===== config.mk =====
export PLATFORM = sky130hd
export DESIGN_NAME = div_operand_prep_flat
export DESIGN_NICKNAME = d
export VERILOG_FILES = /design/src/rtl/div_operand_prep_if.sv /design/src/rtl/div_operand_prep.sv /design/src/flat_wrapper.sv
export SDC_FILE = /design/constraint.sdc
export NUM_CORES = 1
export LEC_CHECK = 0
export ABC_AREA = 1
export CORE_MARGIN = 2
export CORE_UTILIZATION = 49
export DETAILED_ROUTE_END_ITERATION = 12
export PLACE_DENSITY = 0.75
export SLEW_MARGIN = 0
export SYNTH_ARGS = -nofsm -noshare
export SYNTH_HDL_FRONTEND = slang
export SYNTH_SLANG_ARGS = --single-unit

===== constraint.sdc =====
create_clock -name i_clk -period 4.4 [get_ports i_clk]
set_clock_uncertainty 0.15 [all_clocks]
set_input_delay 0.66 -clock i_clk [delete_from_list [all_inputs] [get_ports i_clk]]
set_output_delay 0.66 -clock i_clk [all_outputs]
set_load 0.02 [all_outputs]

===== src/rtl/div_operand_prep_if.sv =====
// Operand-pair handshake bus: upstream request side plus prepared-operand side
// toward the unsigned divider.
interface div_operand_prep_if #(
  parameter int WIDTH = 32
);
  logic             i_valid;
  logic             o_ready;
  logic [WIDTH-1:0] i_dividend;
  logic [WIDTH-1:0] i_divisor;
  logic             i_signed;
  logic             o_valid;
  logic             i_ready;
  logic [WIDTH-1:0] o_dividend;
  logic [WIDTH-1:0] o_divisor;
  logic             o_neg_quot;
  logic             o_neg_rem;
  logic             o_div_zero;
  logic             o_overflow;

  modport slave (
    input  i_valid, i_dividend, i_divisor, i_signed, i_ready,
    output o_ready, o_valid, o_dividend, o_divisor,
           o_neg_quot, o_neg_rem, o_div_zero, o_overflow
  );

  modport master (
    output i_valid, i_dividend, i_divisor, i_signed, i_ready,
    input  o_ready, o_valid, o_dividend, o_divisor,
           o_neg_quot, o_neg_rem, o_div_zero, o_overflow
  );
endinterface


===== src/rtl/div_operand_prep.sv =====
// Converts signed/unsigned operand pairs into magnitudes plus sign/exception
// flags for an unsigned divider, buffered by a two-entry skid buffer.
module div_operand_prep #(
  parameter int WIDTH = 32
) (
  input  logic               i_clk,
  input  logic               i_rst,
  div_operand_prep_if.slave  bus
);

  typedef struct packed {
    logic [WIDTH-1:0] dividend;
    logic [WIDTH-1:0] divisor;
    logic             neg_quot;
    logic             neg_rem;
    logic             div_zero;
    logic             overflow;
  } entry_t;

  entry_t r_main, r_skid;
  logic   r_main_vld, r_skid_vld;

  entry_t w_new;
  logic   w_dd_neg, w_dv_neg;
  logic   w_in_xfer, w_out_xfer, w_main_free;

  // Flags and magnitudes are resolved at entry so the output side is pure storage
  always_comb begin
    w_new          = '0;
    w_dd_neg       = bus.i_signed & bus.i_dividend[WIDTH-1];
    w_dv_neg       = bus.i_signed & bus.i_divisor[WIDTH-1];
    w_new.dividend = w_dd_neg ? -bus.i_dividend : bus.i_dividend;
    w_new.divisor  = w_dv_neg ? -bus.i_divisor  : bus.i_divisor;
    w_new.div_zero = (bus.i_divisor == '0);
    w_new.neg_quot = bus.i_signed & (bus.i_dividend[WIDTH-1] ^ bus.i_divisor[WIDTH-1])
                     & ~w_new.div_zero;
    w_new.neg_rem  = w_dd_neg;
    w_new.overflow = bus.i_signed
                     & (bus.i_dividend == {1'b1, {(WIDTH-1){1'b0}}})
                     & (&bus.i_divisor);
  end

  assign w_in_xfer   = bus.i_valid & ~r_skid_vld;
  assign w_out_xfer  = r_main_vld & bus.i_ready;
  assign w_main_free = ~r_main_vld | w_out_xfer;

  always_ff @(posedge i_clk or posedge i_rst) begin
    if (i_rst) begin
      r_main     <= '0;
      r_skid     <= '0;
      r_main_vld <= 1'b0;
      r_skid_vld <= 1'b0;
    end else if (w_main_free) begin
      // A full skid blocks input, so refilling from skid never races a new pair
      if (r_skid_vld) begin
        r_main     <= r_skid;
        r_main_vld <= 1'b1;
        r_skid_vld <= 1'b0;
      end else if (w_in_xfer) begin
        r_main     <= w_new;
        r_main_vld <= 1'b1;
      end else begin
        r_main_vld <= 1'b0;
      end
    end else if (w_in_xfer) begin
      r_skid     <= w_new;
      r_skid_vld <= 1'b1;
    end
  end

  assign bus.o_ready    = ~r_skid_vld;
  assign bus.o_valid    = r_main_vld;
  assign bus.o_dividend = r_main.dividend;
  assign bus.o_divisor  = r_main.divisor;
  assign bus.o_neg_quot = r_main.neg_quot;
  assign bus.o_neg_rem  = r_main.neg_rem;
  assign bus.o_div_zero = r_main.div_zero;
  assign bus.o_overflow = r_main.overflow;

endmodule


===== src/flat_wrapper.sv =====
// flat-port wrapper written by rule: the top's interface ports become plain ports
module div_operand_prep_flat 
#(
  parameter int WIDTH = 32
)
  (i_clk, i_rst, bus_i_valid, bus_i_dividend, bus_i_divisor, bus_i_signed, bus_i_ready, bus_o_ready, bus_o_valid, bus_o_dividend, bus_o_divisor, bus_o_neg_quot, bus_o_neg_rem, bus_o_div_zero, bus_o_overflow);
  div_operand_prep_if #(.WIDTH(WIDTH)) bus_i ();
  input  logic i_clk;
  input  logic i_rst;
  input wire logic [$bits(bus_i.i_valid)-1:0] bus_i_valid;
  input wire logic [$bits(bus_i.i_dividend)-1:0] bus_i_dividend;
  input wire logic [$bits(bus_i.i_divisor)-1:0] bus_i_divisor;
  input wire logic [$bits(bus_i.i_signed)-1:0] bus_i_signed;
  input wire logic [$bits(bus_i.i_ready)-1:0] bus_i_ready;
  output wire logic [$bits(bus_i.o_ready)-1:0] bus_o_ready;
  output wire logic [$bits(bus_i.o_valid)-1:0] bus_o_valid;
  output wire logic [$bits(bus_i.o_dividend)-1:0] bus_o_dividend;
  output wire logic [$bits(bus_i.o_divisor)-1:0] bus_o_divisor;
  output wire logic [$bits(bus_i.o_neg_quot)-1:0] bus_o_neg_quot;
  output wire logic [$bits(bus_i.o_neg_rem)-1:0] bus_o_neg_rem;
  output wire logic [$bits(bus_i.o_div_zero)-1:0] bus_o_div_zero;
  output wire logic [$bits(bus_i.o_overflow)-1:0] bus_o_overflow;
  assign bus_i.i_valid = bus_i_valid;
  assign bus_i.i_dividend = bus_i_dividend;
  assign bus_i.i_divisor = bus_i_divisor;
  assign bus_i.i_signed = bus_i_signed;
  assign bus_i.i_ready = bus_i_ready;
  assign bus_o_ready = bus_i.o_ready;
  assign bus_o_valid = bus_i.o_valid;
  assign bus_o_dividend = bus_i.o_dividend;
  assign bus_o_divisor = bus_i.o_divisor;
  assign bus_o_neg_quot = bus_i.o_neg_quot;
  assign bus_o_neg_rem = bus_i.o_neg_rem;
  assign bus_o_div_zero = bus_i.o_div_zero;
  assign bus_o_overflow = bus_i.o_overflow;
  div_operand_prep #(.WIDTH(WIDTH)) u_core (.i_clk(i_clk), .i_rst(i_rst), .bus(bus_i));
endmodule

=== Word-level counts from Yosys, hierarchy flattened ===
Index checks and enable logic that the tools add are counted.

* Register bits after elaboration: 138
* Latch bits: 0
* RAM bits: 0
* ROM bits: 0
* Input port bits: 69
* Output and inout bits: 70
* Logic and storage cells: 45
* Memories kept: 0

* Add/sub/neg operators: 2
* Multiply operators: 0
* Div/mod/pow operators: 0
* Magnitude comparators: 0
* Equal/unequal tests: 1
* Shifts and indexed selects: 0
* Mux-type cells: 8
* Bitwise operators: 14
* Reductions and logical operators: 6

{| class="wikitable"
|+ Operators with widths
! kind !! count
|-
| 68-bit two-way mux || 2
|-
| 32-bit two-way mux || 2
|-
| 32-bit negation || 2
|-
| 32-bit equality test (second input constant) || 1
|-
| 32-bit zero test || 1
|-
| 32-bit AND reduction || 1
|-
| 1-bit bitwise AND || 8
|-
| 1-bit two-way mux || 4
|-
| 1-bit inverter || 4
|-
| 2-bit AND reduction || 2
|-
| 2-bit nonzero test || 2
|-
| 1-bit OR || 1
|-
| 1-bit XOR || 1
|}

=== Logic depth before layout (Yosys ltp) ===
Gate-level depths: netlist (run 1).

* Word-level depth: 5
* Depth in mapped cells: 12

=== Worst setup path after synthesis (run 1) ===
No wires, ideal clock.

* Path type: input-to-reg
* Start: input port bus_i_divisor[0]
* End: register u_core.r_main, in the netlist u_core.bus.o_divisor[10]
* Setup time: 116 ps
* Arrival time: 1680 ps
* Data required time: 4134 ps
* Path slack: 2454 ps
* Cell stages on the path: 10
* Path buffers: 0
* Cell sequence: inv_1 ha_1 nand3_2 nor2_4 nand2_1 nand2_2 xor2_1 nand2_1 nand2_1 nand2_1

* Word-level cells in the longest chain between the ends: 4

{| class="wikitable"
|+ RTL lines
! what !! RTL line !! source
|-
| start, declared || flat_wrapper.sv:12 || <nowiki>input wire logic [$bits(bus_i.i_divisor)-1:0] bus_i_divisor;</nowiki>
|-
| 32-bit negation || div_operand_prep.sv:33 || <nowiki>w_new.divisor = w_dv_neg ? -bus.i_divisor : bus.i_divisor;</nowiki>
|-
| 32-bit two-way mux || div_operand_prep.sv:33 ||
|-
| 68-bit two-way mux || div_operand_prep.sv:59 || <nowiki>end else if (w_in_xfer) begin</nowiki>
|-
| 68-bit two-way mux || div_operand_prep.sv:55 || <nowiki>if (r_skid_vld) begin</nowiki>
|-
| end signal, assigned || div_operand_prep.sv:56 || <nowiki>r_main <= r_skid;</nowiki>
|-
| end signal, assigned || div_operand_prep.sv:60 || <nowiki>r_main <= w_new;</nowiki>
|-
| end, declared || div_operand_prep.sv:20 || <nowiki>entry_t r_main, r_skid;</nowiki>
|}

Every way passes these cells. The select of a mux whose other input is x is not followed.
A chain may end at the register's enable or synchronous reset.

=== Final worst setup path (run 1) ===
* Start: register u_core.r_skid_vld
* End: output port bus_o_ready

* Word-level cells in the longest chain between the ends: 1

{| class="wikitable"
|+ RTL lines
! what !! RTL line !! source
|-
| start, declared || div_operand_prep.sv:21 || <nowiki>logic r_main_vld, r_skid_vld;</nowiki>
|-
| start signal, assigned || div_operand_prep.sv:52 || <nowiki>r_skid_vld <= 1'b0;</nowiki>
|-
| start signal, assigned || div_operand_prep.sv:58 || <nowiki>r_skid_vld <= 1'b0;</nowiki>
|-
| start signal, assigned || div_operand_prep.sv:67 || <nowiki>r_skid_vld <= 1'b1;</nowiki>
|-
| 1-bit inverter || div_operand_prep.sv:71 || <nowiki>assign bus.o_ready = ~r_skid_vld;</nowiki>
|-
| end, declared || flat_wrapper.sv:15 || <nowiki>output wire logic [$bits(bus_i.o_ready)-1:0] bus_o_ready;</nowiki>
|}

Every way passes these cells.

==> impl_metrics.yaml, run 1 <==
critical_path:
  cp.arrival_ns: 2.36
  endpoint_kind: "output pin"
  crit-reg2reg-launch: "u_core.r_skid_vld"
  crit_path_start: "u_core.r_skid_vld"
  logic_depth_of_the_worst_register_to_register_path: 6
  timing.critical_path.from_type: "flop"
  setup.reg_to_reg.worst_slack_ns: 1.61
  cp_num_cells: 2
  critical_path.slowest_cell: "clkdlybuf4s50_1"
  timing.critical_path.buf_inv: 2
  critPathMaxStageDelay_ns: 0.73
  critical_path_required_ns: 3.59
  criticalPathCategory: "flop to output pin"
  crit_chain: "inv_2 > clkdlybuf4s50_1"
  worst_r2r_endpoint: "u_core.r_skid[29]"
  cp_top_family: "buffers and inverters"
  path_max_fanout: 29
  endpoint: "bus_o_ready"
floorplanning:
  rows: 46
  pin_count: 139
  chipWidth_um: 132
  start_util_pct: 50.5
  die_height_um: 132
  die-area_um2: 17500
  floorplan_core_area_um2: 16000
route:
  via_count_normalized_by_instance_count: 5.07
  totalWireLength_mm: 22.4
  wire_per_inst_um: 14.7
  num_vias: 7753
  drcViolationCount: 0
  initialDrtViolationCount: 551
  firstDrtPassIters: 5
  ant_nets: 0
timing:
  fmaxAchievable_mhz: 315
  time_the_final_worst_path_needs_with_i_o_delays_and_setup_ns: 3.17
  hold_viol: 0
  setup-tns-final_ns: 0
  max-slew-margin-rel_pct: 46.9
  max_slew.worst_pin.slew_ns: 0.796
  period_share_pct: 72.1
  whs_ns: 0.324
  finalMaxSlewViolations: 0
  setup-violations-final: 0
  rsz0062_at_grt: "false"
  post-route-worst-setup-slack_ns: 1.23
global_route:
  grt_pass1_wl_mm: 37.0
  overflow_left_after_global_routing: 0
  antenna_violations_before_repair: 0
  grt_pass1_vias: 7221
  grt_max_degree: 109
  groute.usage.overall_pct: 26.2
cts:
  h_tree_depth: 4
  clkLatencyLatePin_ns: 0.42
  hold_buffers: 0
  clockRootBuffer: "clkbuf_16"
  buffer_levels_on_the_longest_clock_path: 2
  path_clk_slew_ns: 0.06
  tritoncts.num_buffers: 17
  clock_tree_from_tritoncts: "yes"
  cts_sink_count: 138
  cts-resized-gates: 0
  postCtsSetupRepairBufs: 0
yosys:
  synthDominantAreaCellType: "dfrtp_1"
  synth_enable_flop_cells: 0
  share_of_synthesized_flip_flops_with_an_asynchronous_set_or_reset_pct: 100
  cells_taking_the_most_area_after_synthesis: "dfrtp_1 (43%), nand2_1 (21%), nor2_1 (10%)"
  synth_nets: 1257
  ys_seq_area_share_pct: 42.7
  yosys.cell_types.count: 33
  synth_seq_cells: 138
  synth.yosys.warnings: 0
  synthMostInstantiatedCell: "nand2_1"
  post-synth-top-area-fraction_pct: 42.7
  post_syn_area_um2: 8080
  synthesis.instances: 1185
  most_instantiated_cells_after_synthesis: "nand2_1 (449), nor2_1 (219), dfrtp_1 (138)"
  synth_flop_cell: "dfrtp_1"
  synth.avg_cell_area_um2: 6.82
power_and_ir_drop:
  cellPowerDensity_nw_per_um2: 425
  totalPowerFinal_mw: 4.31
  static_power_due_to_leakage_nw: 4.85
  vdd_drop_max_mv: 0.291
final_layout:
  areaGrowthSynthToFinish_pct: 25.6
  n_fill_cell: 1488
  antenna_cells_inserted: 0
  nNetsFinal: 1372
  final_util_pct: 63.4
  stdcell_area_um2: 10100
  sequential_cell_area_um2: 3450
  post_layout_nonfiller_instances: 1529
  multi_input_area_um2: 4110
  final_layout_size_suffix_gt1_share_pct: 5.79
placement:
  post_dp_cell_area_um2: 9570
  place.gp.congestion: 0.920
  place_inst: 1497
  buffer_ports.inserted: 138
  placement.setup.worst_slack_ns: 1.39
  post-dp-hpwl_mm: 15.9
worst_hold_path:
  hold_path_class: "flop to flop"
  holdPathStages: 2
run:
  timing.max_cap.violations: 0
outcome:
  outcome: "complete, no violations"
[worst min path at each step]
stage                                   from                        to  slack [ns]
floorplan                  u_core.r_skid[39]         u_core.r_skid[39]        0.30
global placement     u_core.bus.o_divisor[8]   u_core.bus.o_divisor[8]        0.31
detailed placement  u_core.bus.o_divisor[12]  u_core.bus.o_divisor[12]        0.31
CTS                 u_core.bus.o_divisor[12]  u_core.bus.o_divisor[12]        0.33
global route        u_core.bus.o_divisor[15]  u_core.bus.o_divisor[15]        0.34
finish              u_core.bus.o_divisor[29]  u_core.bus.o_divisor[29]        0.32
[metal layers]
metal	wire length (µm)	track usage [%]	share of wire [%]	up-vias
li1	-	-	-	3954
met1	10900	38.5	49	3548
met2	10000	40.2	45	229
met3	1260	4.64	5.6	22
met4	232	6.93	1.0	0
met5	0	0	0	-
[final cells by class]
type	instances	share of cell area, %
Clock buffer	20	4.30
Clock inverter	12	1.39
Inverter	69	2.63
Multi-Input combinational cell	928	40.5
Sequential cell	138	34.0
Tap cell	216	2.66
Timing Repair Buffer	146	14.5
[worst reg2reg max path: cells and delay by family (launching register included)]
family / cells / cell delay [ns]
buffers and inverters: 3 / 1.53
flip-flops: 1 / 0.62
AND/OR/NAND/NOR: 2 / 0.23
AO/OA/AOI/OAI: 1 / 0.17
[flip-flops by register name, indices dropped and copies added, names as in the netlist]
register / flops
u_core.bus.o_neg_rem: 1
u_core.r_skid_vld: 1
u_core.bus.o_valid: 1
u_core.r_skid: 68
u_core.bus.o_overflow: 1
u_core.bus.o_dividend: 32
u_core.bus.o_neg_quot: 1
u_core.bus.o_div_zero: 1
u_core.bus.o_divisor: 32
[cell usage in the layout (no fill, tap or decap), types with 3 or more instances in the layout]
cell type / n
clkbuf_16: 17
clkbuf_1: 3
nor2_1: 219
nand3_1: 58
buf_4: 6
nand2_1: 449
clkinvlp_4: 6
inv_1: 62
nor3_1: 3
ha_1: 3
inv_6: 4
a31oi_1: 23
dfrtp_1: 138
nand3b_1: 9
nand3_2: 3
o21a_1: 3
xnor2_1: 7
nor2_4: 7
nor2_2: 6
a21oi_1: 45
nand2_2: 9
o21ai_1: 10
clkdlybuf4s50_1: 138
o21ai_0: 53
inv_2: 4
xor2_1: 12
[cells by family after synthesis]
kind of cell / Yosys count / share of synthesized area, %
xor+xnor: 23 / 2.86
flops: 138 / 42.7
compound gates: 136 / 8.95
simple gates: 766 / 38.6
fa+ha+maj: 3 / 0.465
buf+inv: 119 / 6.44
[power breakdown]
group	total, mW	switching (mW)	internal, mW
combinational	1.19	0.682	0.509
clock	1.42	0.573	0.842
sequential	1.70	0.160	1.54
Note: power is estimated with default switching activity, not from simulation.
==> inputs of run 2 (changes only) <==
--- a/config.mk
+++ b/config.mk
@@ -7,9 +7,9 @@
 export LEC_CHECK = 0
 export ABC_AREA = 1
 export CORE_MARGIN = 2
-export CORE_UTILIZATION = 49
+export CORE_UTILIZATION = 50
 export DETAILED_ROUTE_END_ITERATION = 12
-export PLACE_DENSITY = 0.75
+export PLACE_DENSITY = 0.73
 export SLEW_MARGIN = 0
 export SYNTH_ARGS = -nofsm -noshare
 export SYNTH_HDL_FRONTEND = slang
==> constraint.sdc (replaced) <==
create_clock -name i_clk -period 3.15 [get_ports i_clk]
set_clock_uncertainty 0.15 [all_clocks]
set_input_delay 0.4725 -clock i_clk [delete_from_list [all_inputs] [get_ports i_clk]]
set_output_delay 0.4725 -clock i_clk [all_outputs]
set_load 0.02 [all_outputs]
==> run 2 against run 1 <==
Worst setup slack got worse by 0.35 ns. Sequential share of layout area decreased by 0.43 points. Global-route usage increased by 1.2 points. Power increased by 46%. Die area decreased by 1.9%. Combinational power increased by 42%.
==> impl_metrics.yaml, run 2 (synthesis results as in run 1) <==
cts:
  cts-resized-gates: 0
  clkLatencyLatePin_ns: 0.42
  path_clk_slew_ns: 0.06
  cts_sink_count: 138
  hold_buffers: 0
  clockRootBuffer: "clkbuf_16"
  postCtsSetupRepairBufs: 0
  tritoncts.num_buffers: 17
  buffer_levels_on_the_longest_clock_path: 2
  h_tree_depth: 4
  clock_tree_from_tritoncts: "yes"
timing:
  time_the_final_worst_path_needs_with_i_o_delays_and_setup_ns: 2.27
  max_slew.worst_pin.slew_ns: 0.773
  setup-tns-final_ns: 0
  finalMaxSlewViolations: 0
  hold_viol: 0
  post-route-worst-setup-slack_ns: 0.875
  setup-violations-final: 0
  rsz0062_at_grt: "false"
  max-slew-margin-rel_pct: 48.5
  whs_ns: 0.324
  period_share_pct: 72.2
  fmaxAchievable_mhz: 440
final_layout:
  final_common_cell: "nand2_1"
  n_fill_cell: 1434
  most_frequent_cells_in_the_layout: "nand2_1 (449), nor2_1 (219), clkdlybuf4s50_1 (138), dfrtp_1 (138), inv_1 (62)"
  antenna_cells_inserted: 0
  final_layout_size_suffix_gt1_share_pct: 6.16
  max_ffs_per_register: 68
  max_flop_register: "u_core.r_skid"
  areaGrowthSynthToFinish_pct: 27.2
  nNetsFinal: 1375
  final_util_pct: 64.9
route:
  met2_length_mm: 10.4
  ant_nets: 0
  met3RoutedLength_mm: 1.33
  top_layer_used_by_detailed_routing: "met4"
  wire_per_inst_um: 15.1
  initialDrtViolationCount: 605
  num_vias: 7909
  firstDrtPassIters: 5
  drcViolationCount: 0
  met1_length_mm: 11.1
  totalWireLength_mm: 23.1
  via_count_normalized_by_instance_count: 5.17
power_and_ir_drop:
  static_power_due_to_leakage_nw: 4.93
  cellPowerDensity_nw_per_um2: 612
  vdd_drop_max_mv: 0.434
critical_path:
  timing.critical_path.from_type: "primary input"
  cp.arrival_ns: 2.44
  endpoint: "u_core.bus.o_dividend[18]"
  critical_path.slowest_cell: "clkdlybuf4s50_1"
  critPathMaxStageDelay_ns: 0.57
  critical_path_required_ns: 3.31
  logic_depth_of_the_worst_register_to_register_path: 7
  crit_path_start: "bus_i_signed"
  worst_r2r_endpoint: "u_core.bus.o_divisor[5]"
  endpoint_kind: "flop"
  path_common_cell: "nand2_1"
  path_max_fanout: 30
  criticalPathCategory: "primary input to flop"
  crit_chain: "clkdlybuf4s50_1 > nand2_2 > inv_2 > o21ai_0 > nand2_1 > nand2_1 > nand2_1 > nand2_1 > nand2_1 > nand2_1"
  crit-reg2reg-launch: "u_core.r_skid_vld"
  setup.reg_to_reg.worst_slack_ns: 0.91
global_route:
  groute.usage.overall_pct: 27.4
  grt_pass1_vias: 7375
  grt_max_degree: 139
  grt_pass1_wl_mm: 38.2
  antenna_violations_before_repair: 0
  overflow_left_after_global_routing: 0
worst_hold_path:
  hold_path_class: "flop to flop"
floorplanning:
  start_util_pct: 51.1
  pin_count: 139
  die-area_um2: 17200
  floorplan_core_area_um2: 15800
  rows: 46
  chipWidth_um: 131
  die_height_um: 131
placement:
  placement.setup.worst_slack_ns: 0.490
  post-dp-hpwl_mm: 16.2
  place.gp.congestion: 0.971
  buffer_ports.inserted: 138
run:
  timing.max_cap.violations: 0
outcome:
  outcome: "complete, no violations"
[run 2: critical path, delay by kind of cell]
family,cells,cell delay [ns]
AO/OA/AOI/OAI,1,0.25
AND/OR/NAND/NOR,7,0.64
buffers and inverters,2,1.04
[run 2: worst min path at each step]
stage / startpoint / end / slack [ns] / cells after the start
floorplan: u_core.r_skid[39] / u_core.r_skid[39] / 0.30 / 2
global placement: u_core.bus.o_divisor[27] / u_core.bus.o_divisor[27] / 0.31 / 2
detailed placement: u_core.bus.o_dividend[9] / u_core.bus.o_dividend[9] / 0.31 / 2
CTS: u_core.bus.o_dividend[9] / u_core.bus.o_dividend[9] / 0.33 / 2
global route: u_core.bus.o_dividend[7] / u_core.bus.o_dividend[7] / 0.34 / 2
finish: u_core.bus.o_dividend[9] / u_core.bus.o_dividend[9] / 0.32 / 2
[run 2: through the flow]
stage                     cells  total power, mW  instance area (µm²)
after floorplan            1185             3.34                 8090
after global placement     1500             4.05                 9630
after detailed placement   1500             4.08                 9630
after CTS                  1531             6.32                10300
after global routing       1531             6.62                10300
final                      1531             6.29                10300
[run 2: power by group]
group | internal (mW) | total [mW] | switching [mW]
Clock | 1.44 | 2.22 | 0.777
Sequential | 2.16 | 2.37 | 0.218
Combinational | 0.724 | 1.69 | 0.970
[run 2: layer usage]
layer / track usage (%) / vias up
met1: 40.5 / 3676
met5: 0 / -
met2: 42.7 / 259
met3: 4.40 / 14
li1: - / 3960
met4: 6.40 / 0
[run 2: final cells by class]
cell class	instances	area (µm²)	share of cell area, %
Tap cell	216	270	2.63
Timing Repair Buffer	149	1530	14.9
Clock buffer	19	453	4.41
Inverter	69	267	2.59
Clock inverter	12	195	1.90
Multi-Input combinational cell	928	4110	40.0
Sequential cell	138	3450	33.6
==> inputs of run 3 (changes only) <==
==> constraint.sdc (replaced) <==
create_clock -name i_clk -period 2.1 [get_ports i_clk]
set_clock_uncertainty 0.15 [all_clocks]
set_input_delay 0.315 -clock i_clk [delete_from_list [all_inputs] [get_ports i_clk]]
set_output_delay 0.315 -clock i_clk [all_outputs]
set_load 0.02 [all_outputs]
==> run 3 against run 2 <==
Combinational power increased by 61%. Cell count increased by 7.2%. Routed wire length increased by 6.2%. Largest power group is now the clock network. Highest routed layer unchanged.
==> impl_metrics.yaml, run 3 (synthesis results as in run 1) <==
outcome:
  outcome: "complete, no violations"
global_route:
  groute.usage.overall_pct: 29.3
  grt_util_met2_pct: 46.7
  use_met1_pct: 42.2
  grt_pass1_vias: 8149
  overflow_left_after_global_routing: 0
  busiest_layer: "met2"
  grt_util_met3_pct: 4.32
  grt_max_degree: 89
  antenna_violations_before_repair: 0
  grt_pass1_wl_mm: 41.0
cts:
  hold_buffers: 0
  clockRootBuffer: "clkbuf_16"
  path_clk_slew_ns: 0.06
  h_tree_depth: 4
  cts_sink_count: 138
  tritoncts.num_buffers: 17
  postCtsSetupRepairBufs: 0
  buffer_levels_on_the_longest_clock_path: 2
  clkLatencyLatePin_ns: 0.43
  clock_tree_from_tritoncts: "yes"
power_and_ir_drop:
  totalPowerFinal_mw: 9.87
  vdd_drop_max_mv: 0.645
  cellPowerDensity_nw_per_um2: 879
  static_power_due_to_leakage_nw: 5.49
placement:
  place.gp.congestion: 0.980
  buffer_ports.inserted: 138
  post-dp-hpwl_mm: 17.9
route:
  via_count_normalized_by_instance_count: 5.09
  ant_nets: 0
  num_vias: 8357
  wire_per_inst_um: 14.9
  initialDrtViolationCount: 538
  firstDrtPassIters: 8
  totalWireLength_mm: 24.5
  drcViolationCount: 0
floorplanning:
  start_util_pct: 51.1
  rows: 46
  die-area_um2: 17200
  floorplan_core_area_um2: 15800
  die_height_um: 131
  chipWidth_um: 131
  pin_count: 139
timing:
  finalMaxSlewViolations: 0
  setup-tns-final_ns: 0
  period_share_pct: 94.1
  time_the_final_worst_path_needs_with_i_o_delays_and_setup_ns: 1.98
  hold_viol: 0
  rsz0062_at_grt: "false"
  setup-violations-final: 0
  fmaxAchievable_mhz: 506
  max_slew.worst_pin.slew_ns: 0.456
  max-slew-margin-rel_pct: 69.6
critical_path:
  cp_top_family: "buffers and inverters"
  critPathMaxStageDelay_ns: 0.64
  crit_chain: "clkdlybuf4s50_1"
  timing.critical_path.from_type: "flop"
  criticalPathCategory: "flop to output pin"
  critical_path.slowest_cell: "clkdlybuf4s50_1"
  timing.critical_path.buf_inv: 1
  critical_path_required_ns: 1.63
  cp.arrival_ns: 1.51
  path_max_fanout: 2
  endpoint_kind: "output pin"
final_layout:
  areaGrowthSynthToFinish_pct: 38.8
  nNetsFinal: 1484
  final_layout_size_suffix_gt1_share_pct: 13.3
  max_flop_register: "u_core.r_skid"
  final_util_pct: 70.9
  most_frequent_cells_in_the_layout: "nand2_1 (449), nor2_1 (219), dfrtp_1 (138)"
  final_common_cell: "nand2_1"
  max_ffs_per_register: 68
  antenna_cells_inserted: 0
run:
  timing.max_cap.violations: 0
worst_hold_path:
  hold_path_class: "primary input to async pin"
run 3: cell type report:
class,count,area [µm²]
clock buffers,20,457
clock inverters,12,243
fillers,1380,4610
inverters,69,267
multi-input cells,928,4110
flip-flops and latches,138,3450
well taps,216,270
repair buffers,258,2420
run 3: timing repair:
item                       4_1_cts  5_1_grt
setup endpoints to repair        1        0
hold endpoints to repair         0        0
resized for setup                1        0
run 3: power breakdown:
group / switching [mW] / total [mW] / internal (mW)
Sequential: 0.329 / 3.56 / 3.24
Combinational: 1.51 / 2.72 / 1.22
Clock: 1.17 / 3.58 / 2.41
run 3: metal layers:
metal  up-vias  wire (µm)  share of wire (%)
met5         -          0                  0
met4         0        345                1.4
met3        31       1370                5.6
met2       272      11100                 45
met1      3885      11700                 48
li1       4169          -                  -
run 3: worst paths after layout:
| check | from | end | slack (ns) | cells past startpoint |
|---|---|---|---|---|
| min in group i_clk | u_core.bus.o_divisor[18] | u_core.bus.o_divisor[18] | 0.33 | 2 |
| max reg2reg | u_core.bus.o_valid | u_core.bus.o_dividend[22] | 0.43 | 8 |
| min | i_rst | u_core.bus.o_dividend[19] | 0.09 | 2 |
| max in group asynchronous | i_rst | u_core.bus.o_divisor[10] | 1.07 | 3 |
| max | u_core.bus.o_divisor[22] | bus_o_divisor[22] | 0.12 | 1 |
| min reg2reg | u_core.bus.o_divisor[18] | u_core.bus.o_divisor[18] | 0.33 | 2 |
run 3: metrics by stage:
step                hold slack, ns  setup slack, ns  cell area, µm²  cells
CTS                         0.0792            0.135           11200   1641
floorplan                    0.275          -0.0861            8090   1185
global placement             0.311           -0.140           10500   1609
finish                      0.0859            0.124           11200   1641
global route                 0.101           0.0824           11200   1641
detailed placement           0.315           -0.146           10500   1609
